### src/rtl/sgdh_intersection_sched.sv
// Two-direction intersection scheduler: green -> yellow -> all-red per direction,
// round-robin between directions, with registered lamp outputs decoded from the next state.
module sgdh_intersection_sched #(
    parameter int GREEN_TIME  = 4*125000000,
    parameter int YELLOW_TIME = 1*125000000,
    parameter int ALLRED_TIME = 1*125000000,
    parameter int CNT_W       = 32
) (
    input  logic       clk,
    input  logic       areset,
    input  logic       enable,
    input  logic       req_c0,
    input  logic       req_c1,
    output logic [2:0] light_c0,
    output logic [2:0] light_c1,
    output logic       grant_dir,
    output logic       phase_pulse
);

    localparam logic [CNT_W-1:0] GREEN_LAST  = CNT_W'(GREEN_TIME - 1);
    localparam logic [CNT_W-1:0] YELLOW_LAST = CNT_W'(YELLOW_TIME - 1);
    localparam logic [CNT_W-1:0] ALLRED_LAST = CNT_W'(ALLRED_TIME - 1);

    localparam logic [2:0] LAMP_RED    = 3'b100;
    localparam logic [2:0] LAMP_YELLOW = 3'b010;
    localparam logic [2:0] LAMP_GREEN  = 3'b001;

    typedef enum logic [2:0] {
        IDLE = 3'd0,
        G0   = 3'd1,
        Y0   = 3'd2,
        AR0  = 3'd3,
        G1   = 3'd4,
        Y1   = 3'd5,
        AR1  = 3'd6
    } state_t;

    state_t           state;
    state_t           state_next;
    logic [CNT_W-1:0] timer;
    logic [CNT_W-1:0] timer_next;
    logic             grant_next;
    logic             state_change;
    logic [CNT_W-1:0] timer_last;

    // Lamp decode for one direction; red unless that direction owns a green/yellow phase.
    function automatic logic [2:0] lamp_of(input state_t s, input logic dir);
        logic [2:0] lamp;
        lamp = LAMP_RED;
        unique case (s)
            G0:      lamp = (dir == 1'b0) ? LAMP_GREEN  : LAMP_RED;
            Y0:      lamp = (dir == 1'b0) ? LAMP_YELLOW : LAMP_RED;
            G1:      lamp = (dir == 1'b1) ? LAMP_GREEN  : LAMP_RED;
            Y1:      lamp = (dir == 1'b1) ? LAMP_YELLOW : LAMP_RED;
            default: lamp = LAMP_RED;
        endcase
        return lamp;
    endfunction

    // Terminal timer value for the current state; IDLE never counts.
    always_comb begin
        timer_last = '0;
        unique case (state)
            G0, G1:   timer_last = GREEN_LAST;
            Y0, Y1:   timer_last = YELLOW_LAST;
            AR0, AR1: timer_last = ALLRED_LAST;
            default:  timer_last = '0;
        endcase
    end

    always_comb begin
        state_next = state;
        unique case (state)
            IDLE: begin
                // Round robin: the direction that did not hold the crossing last wins a tie.
                if (enable && (req_c0 || req_c1)) begin
                    if (grant_dir)
                        state_next = req_c0 ? G0 : G1;
                    else
                        state_next = req_c1 ? G1 : G0;
                end
            end
            G0: begin
                if ((timer == GREEN_LAST) && (req_c1 || !enable))
                    state_next = Y0;
            end
            Y0: begin
                if (timer == YELLOW_LAST)
                    state_next = AR0;
            end
            AR0: begin
                if (timer == ALLRED_LAST) begin
                    if (!enable)
                        state_next = IDLE;
                    else if (req_c1)
                        state_next = G1;
                    else if (req_c0)
                        state_next = G0;
                    else
                        state_next = IDLE;
                end
            end
            G1: begin
                if ((timer == GREEN_LAST) && (req_c0 || !enable))
                    state_next = Y1;
            end
            Y1: begin
                if (timer == YELLOW_LAST)
                    state_next = AR1;
            end
            AR1: begin
                if (timer == ALLRED_LAST) begin
                    if (!enable)
                        state_next = IDLE;
                    else if (req_c0)
                        state_next = G0;
                    else if (req_c1)
                        state_next = G1;
                    else
                        state_next = IDLE;
                end
            end
            default: state_next = IDLE;
        endcase
    end

    assign state_change = (state_next != state);

    // Timer restarts on every state change and saturates at its terminal value.
    always_comb begin
        timer_next = timer;
        if (state_change || (state == IDLE))
            timer_next = '0;
        else if (timer != timer_last)
            timer_next = timer + CNT_W'(1);
    end

    always_comb begin
        grant_next = grant_dir;
        if (state_change && (state_next == G0))
            grant_next = 1'b0;
        else if (state_change && (state_next == G1))
            grant_next = 1'b1;
    end

    // Outputs are registered from the next state so lamps and pulse align with the state register.
    always_ff @(posedge clk or posedge areset) begin
        if (areset) begin
            state       <= IDLE;
            timer       <= '0;
            grant_dir   <= 1'b1;
            light_c0    <= LAMP_RED;
            light_c1    <= LAMP_RED;
            phase_pulse <= 1'b0;
        end else begin
            state       <= state_next;
            timer       <= timer_next;
            grant_dir   <= grant_next;
            light_c0    <= lamp_of(state_next, 1'b0);
            light_c1    <= lamp_of(state_next, 1'b1);
            phase_pulse <= state_change;
        end
    end

endmodule
### config.mk
export PLATFORM = sky130hd
export DESIGN_NAME = sgdh_intersection_sched
export DESIGN_NICKNAME = d
export VERILOG_FILES = /design/src/rtl/sgdh_intersection_sched.sv
export SDC_FILE = /design/constraint.sdc
export NUM_CORES = 1
export LEC_CHECK = 0
export ABC_AREA = 1
export CAP_MARGIN = 15
export CORE_MARGIN = 4
export CORE_UTILIZATION = 59
export DETAILED_ROUTE_END_ITERATION = 10
export GPL_TIMING_DRIVEN = 1
export PLACE_DENSITY_LB_ADDON = 0.12
export SETUP_SLACK_MARGIN = 0.2
export SLEW_MARGIN = 20
export SYNTH_ARGS = -nofsm -noshare
export SYNTH_HDL_FRONTEND = slang
export SYNTH_SLANG_ARGS = --single-unit
### constraint.sdc
create_clock -name clk -period 2.75 [get_ports clk]
set_input_delay 0.55 -clock clk [delete_from_list [all_inputs] [get_ports clk]]
set_output_delay 0.55 -clock clk [all_outputs]
set_load 0.02 [all_outputs]
Word level (Yosys, flattened, before mapping):

Cells that the tools add are included.

* input bits: 5
* register bits after elaboration: 43
* word-level logic and storage cells: 60

* reductions and logical operators: 15
* mux-type cells: 24
* add/subtract/negate cells: 1
* equal/unequal tests: 14

Operators with widths (number)
* 2-to-1 mux 32 bit: 2
* one-hot mux 29 bit (2 select lines): 1
* 2-to-1 mux 3 bit: 15
* adder 32 x 1 -> 32 bit, second input constant: 1
* equality test 32 x 27 -> 1 bit, second input constant: 1
* equality test 32 x 29 -> 1 bit, second input constant: 1
* != test 32 bit: 1
* one-hot mux 3 bit (7 select lines): 1
* equality test 3 bit, second input constant: 5
* one-hot mux 3 bit (2 select lines): 2
* equality test 3 x 2 -> 1 bit, second input constant: 3
* equality test 3 x 1 -> 1 bit, second input constant: 2
* logical AND 1 bit: 5
* logical OR 1 bit: 4
* nonzero test 2 bit: 2
* OR reduction 4 bit: 1
* zero test 3 bit: 1
* 2-to-1 mux 1 bit: 3
* != test 3 bit: 1
* OR reduction 2 bit: 1
* zero test 1 bit: 1

Logic depth before layout (Yosys ltp):

Gate-level depths: netlist (run 1).

* depth after elaboration: 9
* gate-level depth with buffers: 15
* gate-level depth less buffers: 15

Worst setup path before layout (run 1):

No wires, ideal clock.

* kind: flip-flop to flip-flop
* start: reg timer[0]
* end: reg timer[1]
* data required time: 2.677 ns
* arrival: 1.895 ns
* cell stages (with the launch flop): 15
* path slack: 0.782 ns
* path buffers: 1
* setup time: 0.073 ns
* cell sequence: dfrtp_1 > ha_1 > inv_1 > nor2_4 > nand3_1 > nor2_4 > nand2_2 > nand2_2 > nand3_2 > nor2_2 > nand2_2 > nand2_2 > nand4_4 > buf_6 > a21oi_2

* longest elaborated chain between the ends: 7
* elaborated cells between the ends (all ways): 18
* classes of those cells: add/sub (1); eq/ne (4); mux (9); reduce/logical (4)

RTL lines
* start: declaration: RTL line 40 `logic [CNT_W-1:0] timer;`
* start signal: assignment: RTL line 157 `timer <= timer_next;`
* equality test 32 x 29 -> 1 bit: RTL line 84, 104
* logical AND 1 bit, on equally long branches: RTL line 104, 84
* 2-to-1 mux 3 bit, on equally long branches: RTL line 104, 84
* one-hot mux 3 bit (7 select lines) *: RTL line 73 `unique case (state)`
* net state_next[0]: RTL line 39 `state_t state_next;`
* != test 3 bit *: RTL line 127 `assign state_change = (state_next != state);`
* logical OR 1 bit *: RTL line 132 `if (state_change || (state == IDLE))`
* 2-to-1 mux 32 bit / nonzero test 2 bit (equally long branches)

The timed path passes the listed nets; every way through them passes the cells marked *. The select of a mux whose other input is x is not followed.
A chain may end at the register's enable or synchronous reset.

Worst setup path in the final report (run 1):

* start: reg timer[0]
* end: reg timer[30]

* longest elaborated chain between the ends: 7
* elaborated cells between the ends (all ways): 18
* classes of those cells: add/sub (1); eq/ne (4); mux (9); reduce/logical (4)

RTL lines (RTL line)
* equality test 32 x 29 -> 1 bit: 84, 104
* logical AND 1 bit, on equally long branches: 104, 84
* 2-to-1 mux 3 bit, on equally long branches: 104, 84
* one-hot mux 3 bit (7 select lines): 73
* != test 3 bit: 127
* logical OR 1 bit: 132
* 2-to-1 mux 32 bit / nonzero test 2 bit (equally long branches)

Several ways; a longest one is shown, not always the timed one. The select of a mux whose other input is x is not followed.

==> flow_summary.yaml, run 1 <==
critical_path:
  timing.critical_path.mode_cell: "sky130_fd_sc_hd__nand2_1"
  worst-path-max-fanout: 5
  crit_slowest_cell: "sky130_fd_sc_hd__dfrtp_1"
  timing.critical_path.slowest_cell_delay_ns: 0.41
  critPathKind: "flip-flop to flip-flop"
  reg2regPathDepth: 13
  end_kind: "flip-flop"
  start_kind: "flip-flop"
  required_ns: 2.94
  crit_path_cell_trace: "ha_1 > inv_1 > nor2_4 > nand2_1 > nor3_2 > nand2_1 > nor2_2 > nand3_1 > nor2_1 > nand2_1 > xor2_1 > inv_1 > nor2_2"
  worst_ep_arrival_time_ns: 2.54
routing:
  post_drt_wl_per_cell_um: 14.0
  drtPass1Iterations: 6
  via_count: 2560
  drt_drc_violations_left: 0
  drt_wl_total_um: 6380
  antenna_violating_nets_post_route: 0
  route.detailed.vias_per_inst: 5.63
  drt_iter0_markers: 242
layout:
  final_layout_size_suffix_gt1_share_pct: 16.4
  layout.cells.most_common: "sky130_fd_sc_hd__nand2_1"
  antenna-diode-count: 0
  finish.instance_area_um2: 3120
  finish.net_count: 408
  layout.cells.non_filler: 455
  multi_input_comb_area_um2: 1520
  area.sequential_um2: 1080
  finalCoreUtilization_pct: 69.7
  fillerInstances: 364
  layout_stage_area_growth_over_the_synthesis_result_pct: 11.0
  final_cell_mix: "sky130_fd_sc_hd__nand2_1, sky130_fd_sc_hd__nor2_1, sky130_fd_sc_hd__inv_1, sky130_fd_sc_hd__dfrtp_1, sky130_fd_sc_hd__nor2_2"
floorplan:
  floorplan.rows: 24
  die-area_um2: 5930
  fp.dieW_um: 77.0
  dieHeight_um: 77.0
  floorplan.io_pins: 13
  fp.coreArea_um2: 4470
  initial_utilization_pct: 62.8
clock_tree:
  cts_post_setup_buffers_inserted: 0
  cts_hold_buffers: 0
  path_clk_slew_ns: 0.08
  h_tree_lvls: 2
  clk_latency_ns: 0.30
  numCtsBuffers: 5
  clock-sinks: 43
  cts-root-to-sink-buffers: 2
  cts_tree: "done"
  ctsResizeCount: 0
  cts_root_buffer: "sky130_fd_sc_hd__clkbuf_8"
power_and_ir_drop:
  power.switching_uw: 695
  cellLeakagePower_nw: 1.38
  netSwitchingFraction_pct: 36.1
  power.share.sequential_pct: 39.5
  vdd_ir_drop_max_v: 0.000412
  internal_power_mw: 1.23
  finalPower_mw: 1.92
  powerDensity_nw_per_um2: 616
  combPwrFrac_pct: 33.7
  clkPwrFrac_pct: 26.8
timing:
  maxSlewViolCount: 0
  hold_violations: 0
  relSlewSlack_pct: 49.8
  maxClockFrequency_ghz: 0.426
  worstMarginPinSlew_ns: 0.748
  grt_setup_unrepaired: "false"
  setup_violations: 0
  post-route-period-util_pct: 85.4
  worst_hold_slack_ns: 0.521
  setup-tns-final_ns: 0
  finalCriticalPeriod_ns: 2.35
  clock_skew_ns: 0.00543
  worst_slack_ns: 0.402
grt:
  grt.total_usage_pct: 23.1
  number_of_global_route_vias_before_repair: 2371
  number_of_antenna_violations_at_the_first_check_in_global_routing: 0
  grt_max_degree: 33
  grt_remaining_overflow: 0
  global_route_wire_length_before_repair_um: 11200
synthesis:
  synth.lib_cells_used.distinct: 33
  synthCells: 385
  synth_top_cell_by_area: "sky130_fd_sc_hd__dfrtp_1"
  synth_area_per_inst_um2: 7.30
  synth-async-reset-ratio_pct: 100
  ys_dominant_reg_cell: "sky130_fd_sc_hd__dfrtp_1"
  synth_top_cells_by_area: "sky130_fd_sc_hd__dfrtp_1, sky130_fd_sc_hd__nand2_1, sky130_fd_sc_hd__nor2_1"
  synth_area_um2: 2810
  synthesis.yosys.warnings: 0
  mappedNetlistNets: 391
  synth_seq_cells: 43
  synth_seq_area_share_pct: 38.4
  synth-edff-count: 0
  synth_top_cell_area_share_pct: 35.6
worst_hold_path:
  timing.hold.worst_path_depth: 2
  hp-class: "flip-flop to flip-flop"
placed_design:
  placement.cell_area_um2: 3000
  routabilityCongestion: 0.899
  placedCellCount: 447
  hpwl_um: 4800
  io_buffers: 12
  post-place-ws_ns: 0.344
flow_run:
  drv.max_cap_violation_count: 0
status:
  outcome: "complete, no violations"
[cell usage after synthesis (all sizes together), types with 3 or more instances]
library cell / n
a21oi: 6
nand3: 31
o21ai: 7
dfstp: 3
nand2: 96
inv: 46
nand4: 8
xor2: 15
nor4: 4
nor2: 92
dfrtp: 40
buf: 4
xnor2: 5
nor3: 15
[logic make-up after synthesis]
logic type / count (synthesis) / synth area share (%)
AND/OR/NAND/NOR: 249 / 42.3
flip-flops: 43 / 38.4
AO/OA/AOI/OAI: 22 / 5.08
XOR/XNOR: 20 / 6.23
buffers and inverters: 50 / 7.52
adder cells (fa/ha/maj): 1 / 0.445
[layer usage]
layer,part of all wire (%),global-route usage [%],vias up
met1,47,34.2,1182
met3,7.8,4.80,14
met4,1.4,5.87,0
li1,-,-,1254
met5,0,0,-
met2,44,34.4,110
[power groups by stage]
stage,Combinational (mW),Sequential [mW],Clock [mW]
after CTS,0.654,0.757,0.520
after global routing,0.723,0.767,0.550
after global placement,0.642,0.766,0
final,0.648,0.759,0.515
after floorplan,0.475,0.793,0
after detailed placement,0.651,0.770,0
[final timing paths]
path	start	endpoint	slack [ns]
setup / recovery	timer[0]	timer[30]	0.40
hold / removal	grant_dir	grant_dir	0.52
setup reg to reg	timer[0]	timer[30]	0.40
hold reg to reg	grant_dir	grant_dir	0.52
max in group asynchronous	areset	light_c0[2]	1.57
min in group asynchronous	areset	light_c1[1]	0.59
[area by class of cell]
cell class	instances	share of cell area, %
repair buffers	14	5.13
inverters	46	5.54
clock inverters	2	1.12
multi-input cells	292	48.9
well taps	52	2.09
clock buffers	6	2.65
flip-flops and latches	43	34.6
[flip-flops by register name (all words and copies together) (netlist names)]
| signal | flops |
|---|---|
| timer | 32 |
| light_c0 | 3 |
| light_c1 | 3 |
| state | 3 |
| grant_dir | 1 |
| phase_pulse | 1 |
[worst max-delay path: cells and delay by family (launching register included)]
kind / cells / cell delay [ns]
flip-flops: 1 / 0.41
XOR/XNOR: 1 / 0.15
AND/OR/NAND/NOR: 9 / 1.34
adder cells (fa/ha/maj): 1 / 0.21
buffers and inverters: 2 / 0.15
Power figures use the tool's default switching activity.
==> run 2, diff against run 1 <==
--- a/config.mk
+++ b/config.mk
@@ -6,13 +6,12 @@
 export NUM_CORES = 1
 export LEC_CHECK = 0
 export ABC_AREA = 1
-export CAP_MARGIN = 15
+export CAP_MARGIN = 10
 export CORE_MARGIN = 4
 export CORE_UTILIZATION = 59
 export DETAILED_ROUTE_END_ITERATION = 10
 export GPL_TIMING_DRIVEN = 1
 export PLACE_DENSITY_LB_ADDON = 0.12
-export SETUP_SLACK_MARGIN = 0.2
 export SLEW_MARGIN = 20
 export SYNTH_ARGS = -nofsm -noshare
 export SYNTH_HDL_FRONTEND = slang
==> run 2 against run 1 <==
Sequential share of layout area is 0.056 points higher. Cell count is the same. Die area stayed put. Core utilization decreased by 0.11 points. Final area shrank 0.16%.
==> flow_summary.yaml, run 2 (synthesis gave the netlist of run 1 again) <==
status:
  outcome: "complete, no violations"
clock_tree:
  cts_tree: "done"
  h_tree_lvls: 2
  clock-sinks: 43
  cts_post_setup_buffers_inserted: 0
  path_clk_slew_ns: 0.08
  cts-root-to-sink-buffers: 2
  clk_latency_ns: 0.30
  cts_root_buffer: "sky130_fd_sc_hd__clkbuf_8"
  cts_hold_buffers: 0
  numCtsBuffers: 5
  ctsResizeCount: 0
floorplan:
  die-area_um2: 5930
  fp.coreArea_um2: 4470
  floorplan.io_pins: 13
  floorplan.rows: 24
  initial_utilization_pct: 62.8
  fp.dieW_um: 77.0
  dieHeight_um: 77.0
timing:
  worst_hold_slack_ns: 0.516
  hold_violations: 0
  finalCriticalPeriod_ns: 2.43
  post-route-period-util_pct: 88.5
  grt_setup_unrepaired: "false"
  maxSlewViolCount: 0
  clock_skew_ns: 0.00703
  worst_slack_ns: 0.316
  maxClockFrequency_ghz: 0.411
  setup_violations: 0
  relSlewSlack_pct: 49.9
  setup-tns-final_ns: 0
  worstMarginPinSlew_ns: 0.746
grt:
  met3_usage_pct: 4.80
  top_usage_layer: "met2"
  grt.total_usage_pct: 23.1
  number_of_antenna_violations_at_the_first_check_in_global_routing: 0
  global_route_wire_length_before_repair_um: 11200
  grt_max_degree: 33
  number_of_global_route_vias_before_repair: 2371
  grt_remaining_overflow: 0
  grt_use_met1_pct: 34.2
  met2_usage_pct: 34.4
layout:
  antenna-diode-count: 0
  layout_stage_area_growth_over_the_synthesis_result_pct: 10.8
  layout.cells.non_filler: 455
  layout.cells.most_common: "sky130_fd_sc_hd__nand2_1"
  finish.net_count: 408
  final_cell_mix: "sky130_fd_sc_hd__nand2_1, sky130_fd_sc_hd__nor2_1, sky130_fd_sc_hd__inv_1, sky130_fd_sc_hd__dfrtp_1, sky130_fd_sc_hd__nor2_2"
  number_of_flip_flops_in_the_largest_register: 32
  largest-register: "timer"
  final_layout_size_suffix_gt1_share_pct: 16.1
critical_path:
  cp_delay_by_family_top: "simple AND/OR/NAND/NOR gates"
  crit_path_start: "timer[0]"
  terminus_of_the_critical_flop_to_flop_path: "timer[30]"
  reg2regPathDepth: 13
  regToRegSetupSlack_ns: 0.32
  cp-endpoint: "timer[30]"
  worst-path-max-fanout: 5
  start_kind: "flip-flop"
  critPathKind: "flip-flop to flip-flop"
  required_ns: 2.94
  timing.critical_path.mode_cell: "sky130_fd_sc_hd__nand2_1"
  r2r_start: "timer[0]"
  path_depth: 13
  timing.critical_path.slowest_cell_delay_ns: 0.41
  worstPathBufferInverterCount: 2
  crit_slowest_cell: "sky130_fd_sc_hd__dfrtp_1"
  end_kind: "flip-flop"
  crit_path_cell_trace: "ha_1 > inv_1 > nor2_4 > nand2_1 > nor3_1 > nand2_1 > nor2_2 > nand3_1 > nor2_1 > nand2_1 > xor2_1 > inv_1 > nor2_2"
  worst_ep_arrival_time_ns: 2.63
placed_design:
  routabilityCongestion: 0.899
  hpwl_um: 4800
  placedCellCount: 447
  io_buffers: 12
  post-place-ws_ns: 0.344
routing:
  drt_drc_violations_left: 0
  antenna_violating_nets_post_route: 0
  drtPass1Iterations: 5
  post_drt_wl_per_cell_um: 13.8
  via_count: 2547
  drt_wl_total_um: 6300
  drt_iter0_markers: 292
  route.detailed.vias_per_inst: 5.60
power_and_ir_drop:
  finalPower_mw: 1.91
  powerDensity_nw_per_um2: 615
  vdd_ir_drop_max_v: 0.000411
  cellLeakagePower_nw: 1.38
flow_run:
  drv.max_cap_violation_count: 0
worst_hold_path:
  hold_start: "grant_dir"
  hp-class: "flip-flop to flip-flop"
-- run 2: worst min path at each step --
| stage | end | slack, ns | cells past startpoint |
|---|---|---|---|
| 2_1_floorplan | grant_dir | 0.51 | 2 |
| 3_3_place_gp | grant_dir | 0.49 | 2 |
| 3_5_place_dp | grant_dir | 0.51 | 2 |
| 4_1_cts | grant_dir | 0.52 | 2 |
| 5_1_grt | grant_dir | 0.54 | 2 |
| 6_report | grant_dir | 0.52 | 2 |
-- run 2: per-layer routing --
| layer | wire (um) | vias to the layer above |
|---|---|---|
| met5 | 0 | - |
| met4 | 76 | 0 |
| met3 | 467 | 11 |
| met2 | 2810 | 105 |
| met1 | 2950 | 1171 |
| li1 | - | 1260 |
-- run 2: power by group --
group	leakage [nW]	switching [mW]	total [mW]	internal (mW)
clock	0.0612	0.217	0.510	0.294
sequential	0.573	0.0551	0.757	0.702
combinational	0.748	0.415	0.647	0.231
-- run 2: tightest hold or removal path: cells and delay by family, from the launching register on --
kind,cells,cell delay (ns)
and+or+nand+nor,2,0.12
DFF,1,0.40
-- run 2: area by class of cell --
cell class / instances / area (um^2)
clock buffers: 6 / 82.6
clock inverters: 2 / 35.0
fillers: 364 / 1360
inverters: 46 / 173
multi-input cells: 292 / 1520
flip-flops and latches: 43 / 1080
well taps: 52 / 65.1
repair buffers: 14 / 160
-- run 2: through the flow --
step / util, % / instance area, um^2
after global routing: 69.6 / 3110
final: 69.6 / 3110
after global placement: 67.0 / 3000
after detailed placement: 67.0 / 3000
after CTS: 69.6 / 3110
after floorplan: - / 2810
==> run 3, diff against run 2 <==
--- a/config.mk
+++ b/config.mk
@@ -7,12 +7,13 @@
 export LEC_CHECK = 0
 export ABC_AREA = 1
 export CAP_MARGIN = 10
+export CORE_ASPECT_RATIO = 1.4
 export CORE_MARGIN = 4
 export CORE_UTILIZATION = 59
 export DETAILED_ROUTE_END_ITERATION = 10
 export GPL_TIMING_DRIVEN = 1
 export PLACE_DENSITY_LB_ADDON = 0.12
-export SLEW_MARGIN = 20
+export SLEW_MARGIN = 5
 export SYNTH_ARGS = -nofsm -noshare
 export SYNTH_HDL_FRONTEND = slang
 export SYNTH_SLANG_ARGS = --single-unit
==> run 3 against run 2 <==
Sequential cell count unchanged. Final area grew 0.40%. Clock power down 3%. Die area grew 0.27%. Non-clock buffer count up 2. Setup slack improved by 0.091 ns. Critical path depth stayed put. Sequential share of layout area shrank 0.14 points. Cell count grew 2.6%. Clock skew shrank 0.0013 ns. Sequential power is essentially flat. Critical path type unchanged. Critical endpoint is now timer[4]. Largest power group unchanged.
==> flow_summary.yaml, run 3 (synthesis gave the netlist of run 1 again) <==
power_and_ir_drop:
  internal_power_mw: 1.21
  power.share.sequential_pct: 39.8
  netSwitchingFraction_pct: 36.7
  power.switching_uw: 699
  cellLeakagePower_nw: 1.38
  combPwrFrac_pct: 34.2
  vdd_ir_drop_max_v: 0.000708
  clkPwrFrac_pct: 26.1
  powerDensity_nw_per_um2: 609
critical_path:
  start_kind: "flip-flop"
  worstPathBufferInverterCount: 2
  worst_ep_arrival_time_ns: 2.50
  critPathKind: "flip-flop to flip-flop"
  crit_path_cell_trace: "ha_1 > inv_1 > nor2_4 > nand3_1 > nor2_4 > nand2_2 > a21oi_2 > nand3_2 > nor2_1 > nor2_2 > nand4_4 > buf_12 > a21oi_1"
  crit_slowest_cell: "sky130_fd_sc_hd__dfrtp_1"
  timing.critical_path.mode_cell: "sky130_fd_sc_hd__nor2_4"
  cp_delay_by_family_top: "simple AND/OR/NAND/NOR gates"
  path_depth: 13
  reg2regPathDepth: 13
  required_ns: 2.91
  worst-path-max-fanout: 32
  end_kind: "flip-flop"
  timing.critical_path.slowest_cell_delay_ns: 0.41
clock_tree:
  clock-sinks: 43
  numCtsBuffers: 5
  cts_hold_buffers: 0
  path_clk_slew_ns: 0.09
  cts_post_setup_buffers_inserted: 0
  clk_latency_ns: 0.29
  ctsResizeCount: 0
  cts_root_buffer: "sky130_fd_sc_hd__clkbuf_8"
  h_tree_lvls: 2
  cts_tree: "done"
  cts-root-to-sink-buffers: 2
routing:
  route.detailed.vias_per_inst: 5.39
  antenna_violating_nets_post_route: 0
  drt_iter0_markers: 258
  drt_drc_violations_left: 0
  drtPass1Iterations: 5
  drt_wl_total_um: 6480
  via_count: 2516
  post_drt_wl_per_cell_um: 13.9
floorplan:
  initial_utilization_pct: 61.5
  fp.dieW_um: 66.3
  dieHeight_um: 89.7
  floorplan.rows: 29
  fp.coreArea_um2: 4570
  die-area_um2: 5950
  floorplan.io_pins: 13
layout:
  final_cell_mix: "sky130_fd_sc_hd__nand2_1, sky130_fd_sc_hd__nor2_1, sky130_fd_sc_hd__inv_1, sky130_fd_sc_hd__dfrtp_1, sky130_fd_sc_hd__nor2_2"
  finish.net_count: 410
  layout.cells.most_common: "sky130_fd_sc_hd__nand2_1"
  final_layout_size_suffix_gt1_share_pct: 16.5
  number_of_flip_flops_in_the_largest_register: 32
  antenna-diode-count: 0
  largest-register: "timer"
  layout_stage_area_growth_over_the_synthesis_result_pct: 11.3
status:
  outcome: "complete, no violations"
grt:
  number_of_antenna_violations_at_the_first_check_in_global_routing: 0
  grt_remaining_overflow: 0
  grt_max_degree: 33
  global_route_wire_length_before_repair_um: 11400
  number_of_global_route_vias_before_repair: 2541
  grt.total_usage_pct: 24.9
timing:
  maxClockFrequency_ghz: 0.427
  hold_violations: 0
  clock_skew_ns: 0.00569
  setup-tns-final_ns: 0
  maxSlewViolCount: 0
  relSlewSlack_pct: 58.9
  worst_slack_ns: 0.408
  post-route-period-util_pct: 85.2
  finalCriticalPeriod_ns: 2.34
  setup_violations: 0
  worstMarginPinSlew_ns: 0.612
  grt_setup_unrepaired: "false"
flow_run:
  drv.max_cap_violation_count: 0
placed_design:
  post-place-ws_ns: 0.346
  hpwl_um: 5110
  routabilityCongestion: 0.913
  io_buffers: 12
worst_hold_path:
  hp-class: "flip-flop to flip-flop"
  timing.hold.worst_path_depth: 2
-- run 3: changes by cell type in the layout (fill, tap and decap cells not counted) --
cell / previous run / this run
sky130_fd_sc_hd__buf_12: 2 / 1
sky130_fd_sc_hd__buf_4: 0 / 3
sky130_fd_sc_hd__clkbuf_8: 6 / 5
sky130_fd_sc_hd__clkinv_2: 1 / 0
sky130_fd_sc_hd__clkinvlp_4: 0 / 1
sky130_fd_sc_hd__inv_6: 0 / 1
-- run 3: layer usage --
metal  track usage (%)  share of wire [%]  up-vias
li1                  -                  -     1260
met2              46.5                 53       74
met1              27.6                 39     1154
met3              4.11                3.7       28
met4              10.7                4.4        0
met5                 0                  0        -
-- run 3: layout make-up --
type / instances / area [um^2]
multi-input combinational: 292 / 1520
tap: 62 / 77.6
clock inverter: 3 / 46.3
sequential: 43 / 1080
inverter: 46 / 173
clock buffer: 5 / 68.8
fill: 432 / 1450
timing repair buffer: 16 / 163
-- run 3: worst register-to-register path, stage by stage (launching register included) --
cell	delay, ns
sky130_fd_sc_hd__dfrtp_1	0.41
sky130_fd_sc_hd__ha_1	0.20
sky130_fd_sc_hd__inv_1	0.09
sky130_fd_sc_hd__nor2_4	0.15
sky130_fd_sc_hd__nand3_1	0.16
sky130_fd_sc_hd__nor2_4	0.22
sky130_fd_sc_hd__nand2_2	0.11
sky130_fd_sc_hd__a21oi_2	0.14
sky130_fd_sc_hd__nand3_2	0.14
sky130_fd_sc_hd__nor2_1	0.14
sky130_fd_sc_hd__nor2_2	0.07
sky130_fd_sc_hd__nand4_4	0.07
sky130_fd_sc_hd__buf_12	0.23
sky130_fd_sc_hd__a21oi_1	0.08
-- run 3: power groups by stage --
stage                     Combinational [mW]  Sequential, mW  Clock (mW)
after floorplan                        0.475           0.793           0
after global placement                 0.643           0.769           0
after detailed placement               0.657           0.770           0
after CTS                              0.659           0.758       0.507
after global routing                   0.722           0.770       0.535
final                                  0.651           0.757       0.497
-- run 3: stage by stage --
step	power [mW]	cells	hold WS, ns	util [%]	instance area (um^2)
finish	1.90	467	0.495	68.4	3130
global route	2.03	467	0.551	68.4	3130
CTS	1.92	467	0.498	68.4	3130
detailed placement	1.43	459	0.484	65.9	3010
global placement	1.41	459	0.482	65.9	3010
floorplan	1.27	385	0.506	-	2810
-- run 3: worst paths after layout --
check / from / endpoint / slack [ns]
max in group asynchronous: areset / timer[20] / 1.65
min in group asynchronous: areset / timer[10] / 0.55
min reg2reg: grant_dir / grant_dir / 0.49
max reg2reg: timer[0] / timer[4] / 0.41
min: grant_dir / grant_dir / 0.49
max: timer[0] / timer[4] / 0.41
